--- src/rtl/nibble_deserializer_if.sv ---
// Handshake and serial bus bundle between the nibble deserializer and its sender/consumer.
// Carries parity_err only when NIBBLE_DESER_PARITY_EN is defined.
interface nibble_deserializer_if #(
    parameter int unsigned NIBBLE_W = 4
);
    logic                start;
    logic                bit_valid;
    logic                serial_in;
    logic                in_ready;
    logic [NIBBLE_W-1:0] nibble_out;
    logic                out_valid;
    logic                out_ready;
    logic                frame_drop;
    logic                busy;
`ifdef NIBBLE_DESER_PARITY_EN
    logic                parity_err;
`endif

    modport slave (
`ifdef NIBBLE_DESER_PARITY_EN
        output parity_err,
`endif
        input  start, bit_valid, serial_in, out_ready,
        output in_ready, nibble_out, out_valid, frame_drop, busy
    );

    modport master (
`ifdef NIBBLE_DESER_PARITY_EN
        input  parity_err,
`endif
        output start, bit_valid, serial_in, out_ready,
        input  in_ready, nibble_out, out_valid, frame_drop, busy
    );
endinterface

--- src/rtl/nibble_deserializer.sv ---
// Framed serial-to-parallel front end holding each word behind a valid/ready handshake.
// Optional even-parity slot after the data bits: define NIBBLE_DESER_PARITY_EN.
module nibble_deserializer #(
    parameter int unsigned NIBBLE_W  = 4,
    parameter bit          LSB_FIRST = 1'b1
) (
    input logic                 clk,
    input logic                 reset,
    nibble_deserializer_if.slave bus
);
    typedef enum logic [1:0] {IDLE, SHIFT, DONE} state_e;

    localparam logic [3:0] NW        = 4'(NIBBLE_W);
    localparam logic [3:0] LAST_DATA = 4'(NIBBLE_W - 1);

    state_e              state_q, state_d;
    logic [3:0]          cnt_q, cnt_d, cnt_base;
    logic [NIBBLE_W-1:0] sh_q, sh_d, sh_base, sh_ins;
    logic [NIBBLE_W-1:0] nib_q, nib_d;
    logic                drop_q, drop_d;
`ifdef NIBBLE_DESER_PARITY_EN
    logic                par_q, par_d, par_base;
    logic                perr_q, perr_d;
`endif

    always_ff @(posedge clk or posedge reset) begin
        if (reset) begin
            state_q <= IDLE;
            cnt_q   <= '0;
            sh_q    <= '0;
            nib_q   <= '0;
            drop_q  <= 1'b0;
`ifdef NIBBLE_DESER_PARITY_EN
            par_q   <= 1'b0;
            perr_q  <= 1'b0;
`endif
        end else begin
            state_q <= state_d;
            cnt_q   <= cnt_d;
            sh_q    <= sh_d;
            nib_q   <= nib_d;
            drop_q  <= drop_d;
`ifdef NIBBLE_DESER_PARITY_EN
            par_q   <= par_d;
            perr_q  <= perr_d;
`endif
        end
    end

    // A start strobe restarts the frame, so the incoming bit lands against a cleared base.
    always_comb begin
        cnt_base = bus.start ? '0 : cnt_q;
        sh_base  = bus.start ? '0 : sh_q;
`ifdef NIBBLE_DESER_PARITY_EN
        par_base = bus.start ? 1'b0 : par_q;
`endif
        sh_ins = sh_base;
        for (int unsigned i = 0; i < NIBBLE_W; i++) begin
            if (cnt_base == 4'(LSB_FIRST ? i : NIBBLE_W - 1 - i))
                sh_ins[i] = bus.serial_in;
        end
    end

    always_comb begin
        state_d = state_q;
        cnt_d   = cnt_q;
        sh_d    = sh_q;
        nib_d   = nib_q;
        drop_d  = 1'b0;
`ifdef NIBBLE_DESER_PARITY_EN
        par_d   = par_q;
        perr_d  = perr_q;
`endif
        case (state_q)
            IDLE, SHIFT: begin
                if (state_q == SHIFT || bus.start) begin
                    state_d = SHIFT;
                    drop_d  = (state_q == SHIFT) && bus.start && (cnt_q != '0);
                    cnt_d   = cnt_base;
                    sh_d    = sh_base;
`ifdef NIBBLE_DESER_PARITY_EN
                    par_d   = par_base;
`endif
                    if (bus.bit_valid) begin
                        if (cnt_base < NW) begin
                            sh_d  = sh_ins;
                            cnt_d = cnt_base + 4'd1;
`ifdef NIBBLE_DESER_PARITY_EN
                            par_d = par_base ^ bus.serial_in;
                        end else begin
                            nib_d   = sh_base;
                            perr_d  = par_base ^ bus.serial_in;
                            state_d = DONE;
`else
                            if (cnt_base == LAST_DATA) begin
                                nib_d   = sh_ins;
                                state_d = DONE;
                            end
`endif
                        end
                    end
                end
            end
            DONE: begin
                if (bus.out_ready)
                    state_d = IDLE;
            end
            default: state_d = IDLE;
        endcase
    end

    assign bus.in_ready   = (state_q != DONE);
    assign bus.out_valid  = (state_q == DONE);
    assign bus.busy       = (state_q != IDLE);
    assign bus.nibble_out = nib_q;
    assign bus.frame_drop = drop_q;
`ifdef NIBBLE_DESER_PARITY_EN
    assign bus.parity_err = perr_q;
`endif
endmodule
--- src/flat_wrapper.sv ---
// flat-port wrapper written by rule: the top's interface ports become plain ports
module nibble_deserializer_flat 
#(
    parameter int unsigned NIBBLE_W  = 4,
    parameter bit          LSB_FIRST = 1'b1
)
  (clk, reset, bus_start, bus_bit_valid, bus_serial_in, bus_out_ready, bus_in_ready, bus_nibble_out, bus_out_valid, bus_frame_drop, bus_busy);
  nibble_deserializer_if #(.NIBBLE_W(NIBBLE_W)) bus_i ();
  input logic clk;
  input logic reset;
  input wire logic [$bits(bus_i.start)-1:0] bus_start;
  input wire logic [$bits(bus_i.bit_valid)-1:0] bus_bit_valid;
  input wire logic [$bits(bus_i.serial_in)-1:0] bus_serial_in;
  input wire logic [$bits(bus_i.out_ready)-1:0] bus_out_ready;
  output wire logic [$bits(bus_i.in_ready)-1:0] bus_in_ready;
  output wire logic [$bits(bus_i.nibble_out)-1:0] bus_nibble_out;
  output wire logic [$bits(bus_i.out_valid)-1:0] bus_out_valid;
  output wire logic [$bits(bus_i.frame_drop)-1:0] bus_frame_drop;
  output wire logic [$bits(bus_i.busy)-1:0] bus_busy;
  assign bus_i.start = bus_start;
  assign bus_i.bit_valid = bus_bit_valid;
  assign bus_i.serial_in = bus_serial_in;
  assign bus_i.out_ready = bus_out_ready;
  assign bus_in_ready = bus_i.in_ready;
  assign bus_nibble_out = bus_i.nibble_out;
  assign bus_out_valid = bus_i.out_valid;
  assign bus_frame_drop = bus_i.frame_drop;
  assign bus_busy = bus_i.busy;
  nibble_deserializer #(.NIBBLE_W(NIBBLE_W), .LSB_FIRST(LSB_FIRST)) u_core (.clk(clk), .reset(reset), .bus(bus_i));
endmodule
--- config.mk ---
export PLATFORM = sky130hd
export DESIGN_NAME = nibble_deserializer_flat
export DESIGN_NICKNAME = d
export VERILOG_FILES = /design/src/rtl/nibble_deserializer_if.sv /design/src/rtl/nibble_deserializer.sv /design/src/flat_wrapper.sv
export SDC_FILE = /design/constraint.sdc
export NUM_CORES = 1
export LEC_CHECK = 0
export ABC_AREA = 1
export CAP_MARGIN = 25
export CELL_PAD_IN_SITES_DETAIL_PLACEMENT = 1
export CELL_PAD_IN_SITES_GLOBAL_PLACEMENT = 2
export CORE_MARGIN = 4
export CORE_UTILIZATION = 31
export CTS_CLUSTER_SIZE = 10
export DETAILED_ROUTE_END_ITERATION = 6
export HOLD_SLACK_MARGIN = 0.15
export PLACE_DENSITY = 0.76
export SETUP_SLACK_MARGIN = 0.1
export SLEW_MARGIN = 20
export SYNTH_ARGS = -nofsm -noshare
export SYNTH_HDL_FRONTEND = slang
export SYNTH_SLANG_ARGS = --single-unit
--- constraint.sdc ---
create_clock -name clk -period 3.15 [get_ports clk]
set_clock_uncertainty 0.15 [all_clocks]
set_input_delay 0.63 -clock clk [delete_from_list [all_inputs] [get_ports clk]]
set_output_delay 0.63 -clock clk [all_outputs]
set_load 0.03 [all_outputs]
# Word level (Yosys, flattened, before mapping)
# Cells that the tools add are included.
# classes
addsub	1
n_lt_le_gt_ge	1
n_eq_ne	8
n_mux	18
reduce_logical	11
# op_table
operator	n
$mux W4	6
$mux W2	5
$eq A4 B2 Y1 const B	2
$mux W1	6
$reduce_and A5 Y1	1
$add A4 B1 Y4 const B	1
$eq A4 B1 Y1 const B	1
$logic_not A4 Y1	1
$lt A4 B3 Y1 const B	1
$ne A2 B2 Y1 const B	2
$pmux W2 S2	1
$reduce_and A2 Y1	2
$reduce_bool A4 Y1	1
$eq A2 B1 Y1 const B	1
$eq A2 B2 Y1 const B	1
$logic_and A1 B1 Y1	2
$logic_not A2 Y1	1
$ne A2 B1 Y1 const B	1
$reduce_bool A2 Y1	1
$reduce_or A2 Y1	1
$logic_or A1 B1 Y1	1
# word_totals
regBits	15
inputBits	6
word_cells	44

# Longest topological paths before layout
# Gate-level depths: netlist of the first run.
# depth
depth_word	7
ltp_mapped	9

# Worst setup path after synthesis of the first run
# No wires, ideal clock.
# synth_path
kind	reg2out
start	register u_core.state_q[1]
end	output port bus_in_ready
arrival_ns	1.177
required_time_ns	2.370
path_slack_ns	1.193
stages_incl_launch_ff	4
cell_sequence	dfrtp_1 -> inv_1 -> nor2_1 -> inv_1
# synth_between
elab_chain_cells	1
# synth_lines
element	line_no	text
from (decl)	nibble_deserializer.sv:16	state_e state_q, state_d;
from (signal assigned)	nibble_deserializer.sv:38	state_q <= state_d;
$ne A2 B2 Y1	nibble_deserializer.sv:112	assign bus.in_ready = (state_q != DONE);
to (decl)	flat_wrapper.sv:15	output wire logic [$bits(bus_i.in_ready)-1:0] bus_in_ready;
# No other way between the ends.

# Final worst setup path of the first run
# layout_path
start	register u_core.state_q[1]
end	output port bus_busy
# layout_between
elab_chain_cells	1
# layout_lines
element	line_no	text
$reduce_bool A2 Y1	nibble_deserializer.sv:114	assign bus.busy = (state_q != IDLE);
to (decl)	flat_wrapper.sv:19	output wire logic [$bits(bus_i.busy)-1:0] bus_busy;
# No other way between the ends.

==> metrics.cfg, run 1 <==
[status]
outcome = finished clean

[die]
die_w_um = 59.26
dieArea_um2 = 3512
rows = 18
coreArea_um2 = 2500
pin_count = 14
start_util = 0.3258
die_h_um = 59.26

[synthesis]
synthesis.area_um2 = 814.5
synth.largest_area_cell = dfrtp_1
yosysUniqueCellTypes = 22
synthCells = 103
ys_ff_latch = 14
synth_top_area_share = 0.4301
ys_warn_count = 0
seq_area_frac_synth = 0.4301
syn_nets = 112
avgSynthCellArea_um2 = 7.908
yosys-top-cells-area = dfrtp_1 43%, nand2_1 17%, nand3_1 6.1%

[layout]
drive_above_1_share = 0.1186
utilization = 0.4004
final_nets = 129
final_common_cell = nand2_1
diodes = 0
multi_input_area_um2 = 405.4
mostFrequentLayoutCells = 36 x nand2_1, 14 x dfrtp_1, 13 x clkdlybuf4s50_1
syn2layout_area_growth_pct = 22.89
seq_area_um2 = 350.3
fillerInstances = 311

[worst_setup_path]
crit_buf_inv = 1
slowest_delay_ps = 590
timing.rr.end = u_core.sh_q[2]
r2r-start = u_core.cnt_q[0]
crit_type = reg2out
r2r_slack_ps = 1660
worst_path_max_delay_cell = clkdlybuf4s50_1
crit_family = buffers and inverters
cp-start-kind = flop
required_ps = 2370
crit_chain = or2_2, clkdlybuf4s50_1
r2r_cells = 8
cp-end-kind = output port
crit_fanout = 3
worstPathArrival_ps = 1590

[routing]
num_vias = 697
drt_iter0_drc = 12
firstDrtPassIters = 4
route.detailed.drc = 0
wl_per_cell_um = 12.80
wl_um = 1894
vias_per_cell = 4.709
antenna_left = 0

[placement]
gp_congestion = 0.7613
dp_hpwl_um = 1544
pre_cts_ws_ps = 774.4
port_buffers = 13

[clock_network]
postCtsResizedCells = 0
cts_inserted_buffers = 3
clk_pin_slew_ps = 80
cts.sink_count = 14
cts_tree = yes
cts_setup_buffers = 0
root_buffer = clkbuf_4
clkLatencyLatePin_ps = 270
clk_path_buf_depth = 2
cts_max_level = 1
ctsHoldBuffers = 0

[timing]
setup_viol = 0
fmax_ghz = 0.4213
rsz0062_at_grt = false
fin_setup_tns_ps = 0
fin_ws_ps = 776.5
fin_worst_hold_slack_ps = 327.3
slew_headroom = 0.6244
drv_slew = 0
finalHoldViolCount = 0
worst_pin_slew_ps = 562.7
finalCritPeriodShare = 0.7535
final.min_clock_period_ps = 2373

[global_route]
grt_use_total = 0.1264
antenna_found_initial = 0
grt_pass1_wl_um = 3394
grt_overflow = 0
grt_pass1_vias = 777
grt_max_degree = 15

[power]
powerDensity_nw_per_um2 = 566.5
ir_worst_vdd_mv = 0.4082
clock_power_share = 0.173
power_frac_seq = 0.429
power_frac_comb = 0.398
switching_power_mw = 0.2139
swShare = 0.3773
internal_power_mw = 0.3531
p_leak_nw = 0.4995
power_mw = 0.5671

[hold_path]
holdPathEnd = u_core.bus.nibble_out[3]
hold_path.class = reg2reg
hp-start = u_core.bus.nibble_out[3]
holdPathStages = 2

[run]
max-cap-violations = 0

-- cell families (layout without fill, tap and decap cells) --
kind of cell | Yosys count | count (layout) | synth area share
buf+inv | 15 | 30 | 0.07220
compound gates | 5 | 5 | 0.04762
simple gates | 65 | 65 | 0.3933
flops | 14 | 14 | 0.4301
fa+ha+maj | 3 | 3 | 0.04609
xor+xnor | 1 | 1 | 0.01075
-- per-layer routing --
metal / GRT usage / wire length (µm) / vias to the layer above
li1: - / - / 347
met1: 0.1519 / 841 / 338
met2: 0.2278 / 976 / 10
met3: 0.02614 / 59 / 2
met4: 0.02913 / 15 / 0
met5: 0 / 0 / -
-- cells in the mapped netlist --
cell	n
nand2_8	1
xor2_1	1
nor2_1	11
nand3_1	10
dfrtp_1	14
a21oi_1	1
o21ai_1	2
nand2_1	36
nand2_2	1
nand3_2	1
ha_1	3
or2_2	1
o211ai_1	1
o21ai_4	1
nand4_2	1
nor2_8	1
inv_2	2
nor2_4	1
nor3b_1	1
clkbuf_1	1
inv_1	11
inv_4	1
-- cell type report --
cell class              instances  area share
multi-input cells              74      0.4050
flip-flops and latches         14      0.3500
repair buffers                 13      0.1300
inverters                      14     0.05500
well taps                      30     0.03750
clock buffers                   3     0.02250
-- worst register-to-register path, delay by kind of cell (launching register included) --
kind                       cells  cell delay [ps]
buffers and inverters          2              140
and+or+nand+nor                5              500
adders and majority gates      1              220
DFF                            1              380
-- power by group through the flow --
stage | logic (mW) | registers, mW | clock network [mW]
2_1_floorplan | 0.0969 | 0.293 | 0
3_3_place_gp | 0.227 | 0.248 | 0
3_5_place_dp | 0.231 | 0.248 | 0
4_1_cts | 0.232 | 0.244 | 0.107
5_1_grt | 0.250 | 0.251 | 0.115
6_report | 0.226 | 0.243 | 0.0981
-- how the worst max path moves through the flow --
stage,slack [ps],startpoint,end,depth (start not counted)
3_3_place_gp,840,bus_start,u_core.bus.nibble_out[2],9
6_report,780,u_core.state_q[1],bus_busy,2
4_1_cts,750,u_core.state_q[1],bus_busy,2
5_1_grt,680,u_core.state_q[1],bus_out_valid,3
2_1_floorplan,1190,u_core.state_q[1],bus_in_ready,3
3_5_place_dp,770,bus_start,u_core.bus.nibble_out[2],8
-- through the flow --
stage / instances / cell area, µm²
floorplan: 103 / 814.5
global placement: 145 / 978.4
detailed placement: 145 / 978.4
CTS: 148 / 1001
global route: 148 / 1001
finish: 148 / 1001
-- registers in the layout, summed over array words and instances, names as in the netlist --
name                   cells
u_core.cnt_q               4
u_core.bus.frame_drop      1
u_core.bus.nibble_out      4
u_core.state_q             2
u_core.sh_q                3
No activity file was read; power rests on OpenSTA's default activity.
==> run 2, diff against run 1 <==
CORE_UTILIZATION = 29   (was 31)
PLACE_DENSITY = 0.72   (was 0.76)
clock period = 2.3 ns   (was 3.15 ns; I/O delays follow)
==> run 2 against run 1 <==
Combinational power increased by 37%. Die area increased by 5.9%. Non-clock buffer count rose by 2. Critical path depth did not move. Clock-buffer cell count grew 1. Wire length rose by 3.9%. First-iteration DRC count rose by 67%. Flip-flop and latch count did not move. Worst setup slack worse by 480 ps. Sequential share of layout area fell by 0.85 points. Final cell count increased by 2.0%. Clock power is 86% higher. Critical endpoint unchanged.
==> metrics.cfg, run 2 (synthesized netlist as in run 1, its figures left out) <==
[power]
internal_power_mw = 0.5196  ; was 0.3531 mW
power_frac_seq = 0.406  ; was 0.429
power_mw = 0.8272  ; was 0.5671 mW
clock_power_share = 0.220  ; was 0.173
switching_power_mw = 0.3076  ; was 0.2139 mW
ir_worst_vdd_mv = 0.4759  ; was 0.4082 mV
powerDensity_nw_per_um2 = 806.2  ; was 566.5 nW/µm²
p_leak_nw = 0.5173  ; was 0.4995 nW
power_frac_comb = 0.374  ; was 0.398
swShare = 0.3719  ; was 0.3773

[timing]
fin_setup_tns_ps = 0  ; unchanged
setup_viol = 0  ; unchanged
finalCritPeriodShare = 0.8719
finalHoldViolCount = 0  ; unchanged
drv_slew = 0  ; unchanged
rsz0062_at_grt = false  ; unchanged
final.min_clock_period_ps = 2005
worst_pin_slew_ps = 570.1  ; was 562.7 ps
fin_worst_hold_slack_ps = 328.5  ; was 327.3 ps
slew_headroom = 0.6195  ; was 0.6244
fmax_ghz = 0.4987

[worst_setup_path]
cp-start-kind = flop  ; unchanged
r2r_cells = 7  ; was 8
required_ps = 1690  ; was 2370 ps
r2r_slack_ps = 830  ; was 1660 ps
crit_buf_inv = 1  ; unchanged
crit_family = flip-flops  ; was buffers and inverters
worstPathArrival_ps = 1400  ; was 1590 ps
timing.rr.end = u_core.bus.nibble_out[2]  ; was u_core.sh_q[2]
r2r-start = u_core.cnt_q[0]  ; unchanged
crit_fanout = 3  ; unchanged
critical_path.endpoint = bus_busy  ; unchanged
cp-end-kind = output port  ; unchanged
crit_type = reg2out  ; unchanged
cp.depth = 2  ; unchanged
slowest_delay_ps = 450  ; was 590 ps
crit_chain = or2_2, dlygate4sd2_1  ; was or2_2, clkdlybuf4s50_1
critPathLaunch = u_core.state_q[1]  ; unchanged
worst_path_max_delay_cell = dfrtp_1  ; was clkdlybuf4s50_1

[clock_network]
cts_inserted_buffers = 3  ; unchanged
clk_pin_slew_ps = 90  ; was 80 ps
cts_setup_buffers = 0  ; unchanged
clkLatencyLatePin_ps = 280  ; was 270 ps
root_buffer = clkbuf_4  ; unchanged
cts_max_level = 1  ; unchanged
cts_tree = yes  ; unchanged
cts.sink_count = 14  ; unchanged
clk_path_buf_depth = 2  ; unchanged

[routing]
num_vias = 694  ; was 697
firstDrtPassIters = 4  ; unchanged
antenna_left = 0  ; unchanged
wl_um = 1967  ; was 1894 µm
drt_iter0_drc = 20  ; was 12
wl_per_cell_um = 13.03  ; was 12.80 µm
vias_per_cell = 4.596  ; was 4.709
route.detailed.drc = 0  ; unchanged

[die]
die_h_um = 61.00  ; was 59.26 µm
dieArea_um2 = 3720  ; was 3512 µm²
start_util = 0.3173  ; was 0.3258
coreArea_um2 = 2567  ; was 2500 µm²
pin_count = 14  ; unchanged
rows = 18  ; unchanged
die_w_um = 61.00  ; was 59.26 µm

[layout]
mostFrequentLayoutCells = 36 x nand2_1, 14 x dfrtp_1, 11 x inv_1, 11 x nor2_1  ; was 36 x nand2_1, 14 x dfrtp_1, 13 x clkdlybuf4s50_1
syn2layout_area_growth_pct = 25.96  ; was 22.89%
final_nets = 131  ; was 129
drive_above_1_share = 0.1405  ; was 0.1186
final_common_cell = nand2_1  ; unchanged
final_area_um2 = 1026  ; was 1001 µm²
utilization = 0.3996  ; was 0.4004
diodes = 0  ; unchanged

[hold_path]
hold_path.class = reg2reg  ; unchanged
hp-start = u_core.bus.nibble_out[2]  ; was u_core.bus.nibble_out[3]

[placement]
placed_area_um2 = 993.5  ; was 978.4 µm²
dp_hpwl_um = 1586  ; was 1544 µm
gp_congestion = 0.7227  ; was 0.7613
port_buffers = 13  ; unchanged

[global_route]
grt_use_total = 0.1304  ; was 0.1264
grt_max_degree = 15  ; unchanged
grt_pass1_vias = 758  ; was 777
antenna_found_initial = 0  ; unchanged
grt_pass1_wl_um = 3519  ; was 3394 µm
grt_overflow = 0  ; unchanged

[status]
outcome = finished clean  ; unchanged

[run]
max-cap-violations = 0  ; unchanged

run 2: cell count changes in the layout (fill, tap and decap cells not counted), sizes merged:
cell,previous run,this run
buf,0,2
clkbuf,3,4
clkdlybuf4s50,13,10
dlygate4sd2,0,3
run 2: through the flow:
step	setup WS [ps]	instances
after global routing	203.1	151
after floorplan	513.2	103
after detailed placement	223.1	147
after global placement	251.0	147
final	294.6	151
after CTS	257.4	151
run 2: per-layer routing:
layer	up-vias	wire (µm)	share of wire	global-route usage
met5	-	0	0	0
met4	0	12	0.0061	0.03715
met3	2	56	0.028	0.03830
met2	8	976	0.50	0.2153
met1	329	921	0.47	0.1652
li1	355	-	-	-
run 2: worst register-to-register path, delay by kind of cell, from the launching register on:
| kind | cells | cell delay (ps) |
|---|---|---|
| fa+ha+maj | 1 | 230 |
| flops | 1 | 380 |
| simple gates | 5 | 600 |
| buf+inv | 1 | 50 |
run 2: area by class of cell:
class	count	area [µm²]
Multi-Input combinational cell	74	405.4
Tap cell	30	37.54
Clock buffer	4	36.28
Fill cell	315	1541
Timing Repair Buffer	15	141.4
Inverter	14	55.05
Sequential cell	14	350.3
run 2: what timing repair did:
action                                  4_1_cts  5_1_grt
endpoints found under the setup margin        3        0
hold buffers                                  0        0
gates resized for setup                       3        0
run 2: worst min path at each step:
stage	slack (ps)	cells after the start	end
global route	390	2	u_core.bus.nibble_out[3]
CTS	340	2	u_core.bus.nibble_out[2]
detailed placement	320	2	u_core.bus.nibble_out[1]
finish	330	2	u_core.bus.nibble_out[2]
floorplan	200	1	u_core.bus.frame_drop
global placement	310	2	u_core.bus.nibble_out[3]
run 2: power groups by stage:
stage               combinational [mW]  sequential [mW]  clock, mW
floorplan                        0.133            0.401          0
global placement                 0.315            0.339          0
detailed placement               0.316            0.342          0
CTS                              0.316            0.337      0.196
global route                     0.349            0.346      0.201
finish                           0.309            0.336      0.182
==> run 3, diff against run 2 <==
SKIP_LAST_GASP = 1   (was default)
==> results of run 3 <==
The final DEF is identical to that of run 2; final timing and power are the same.
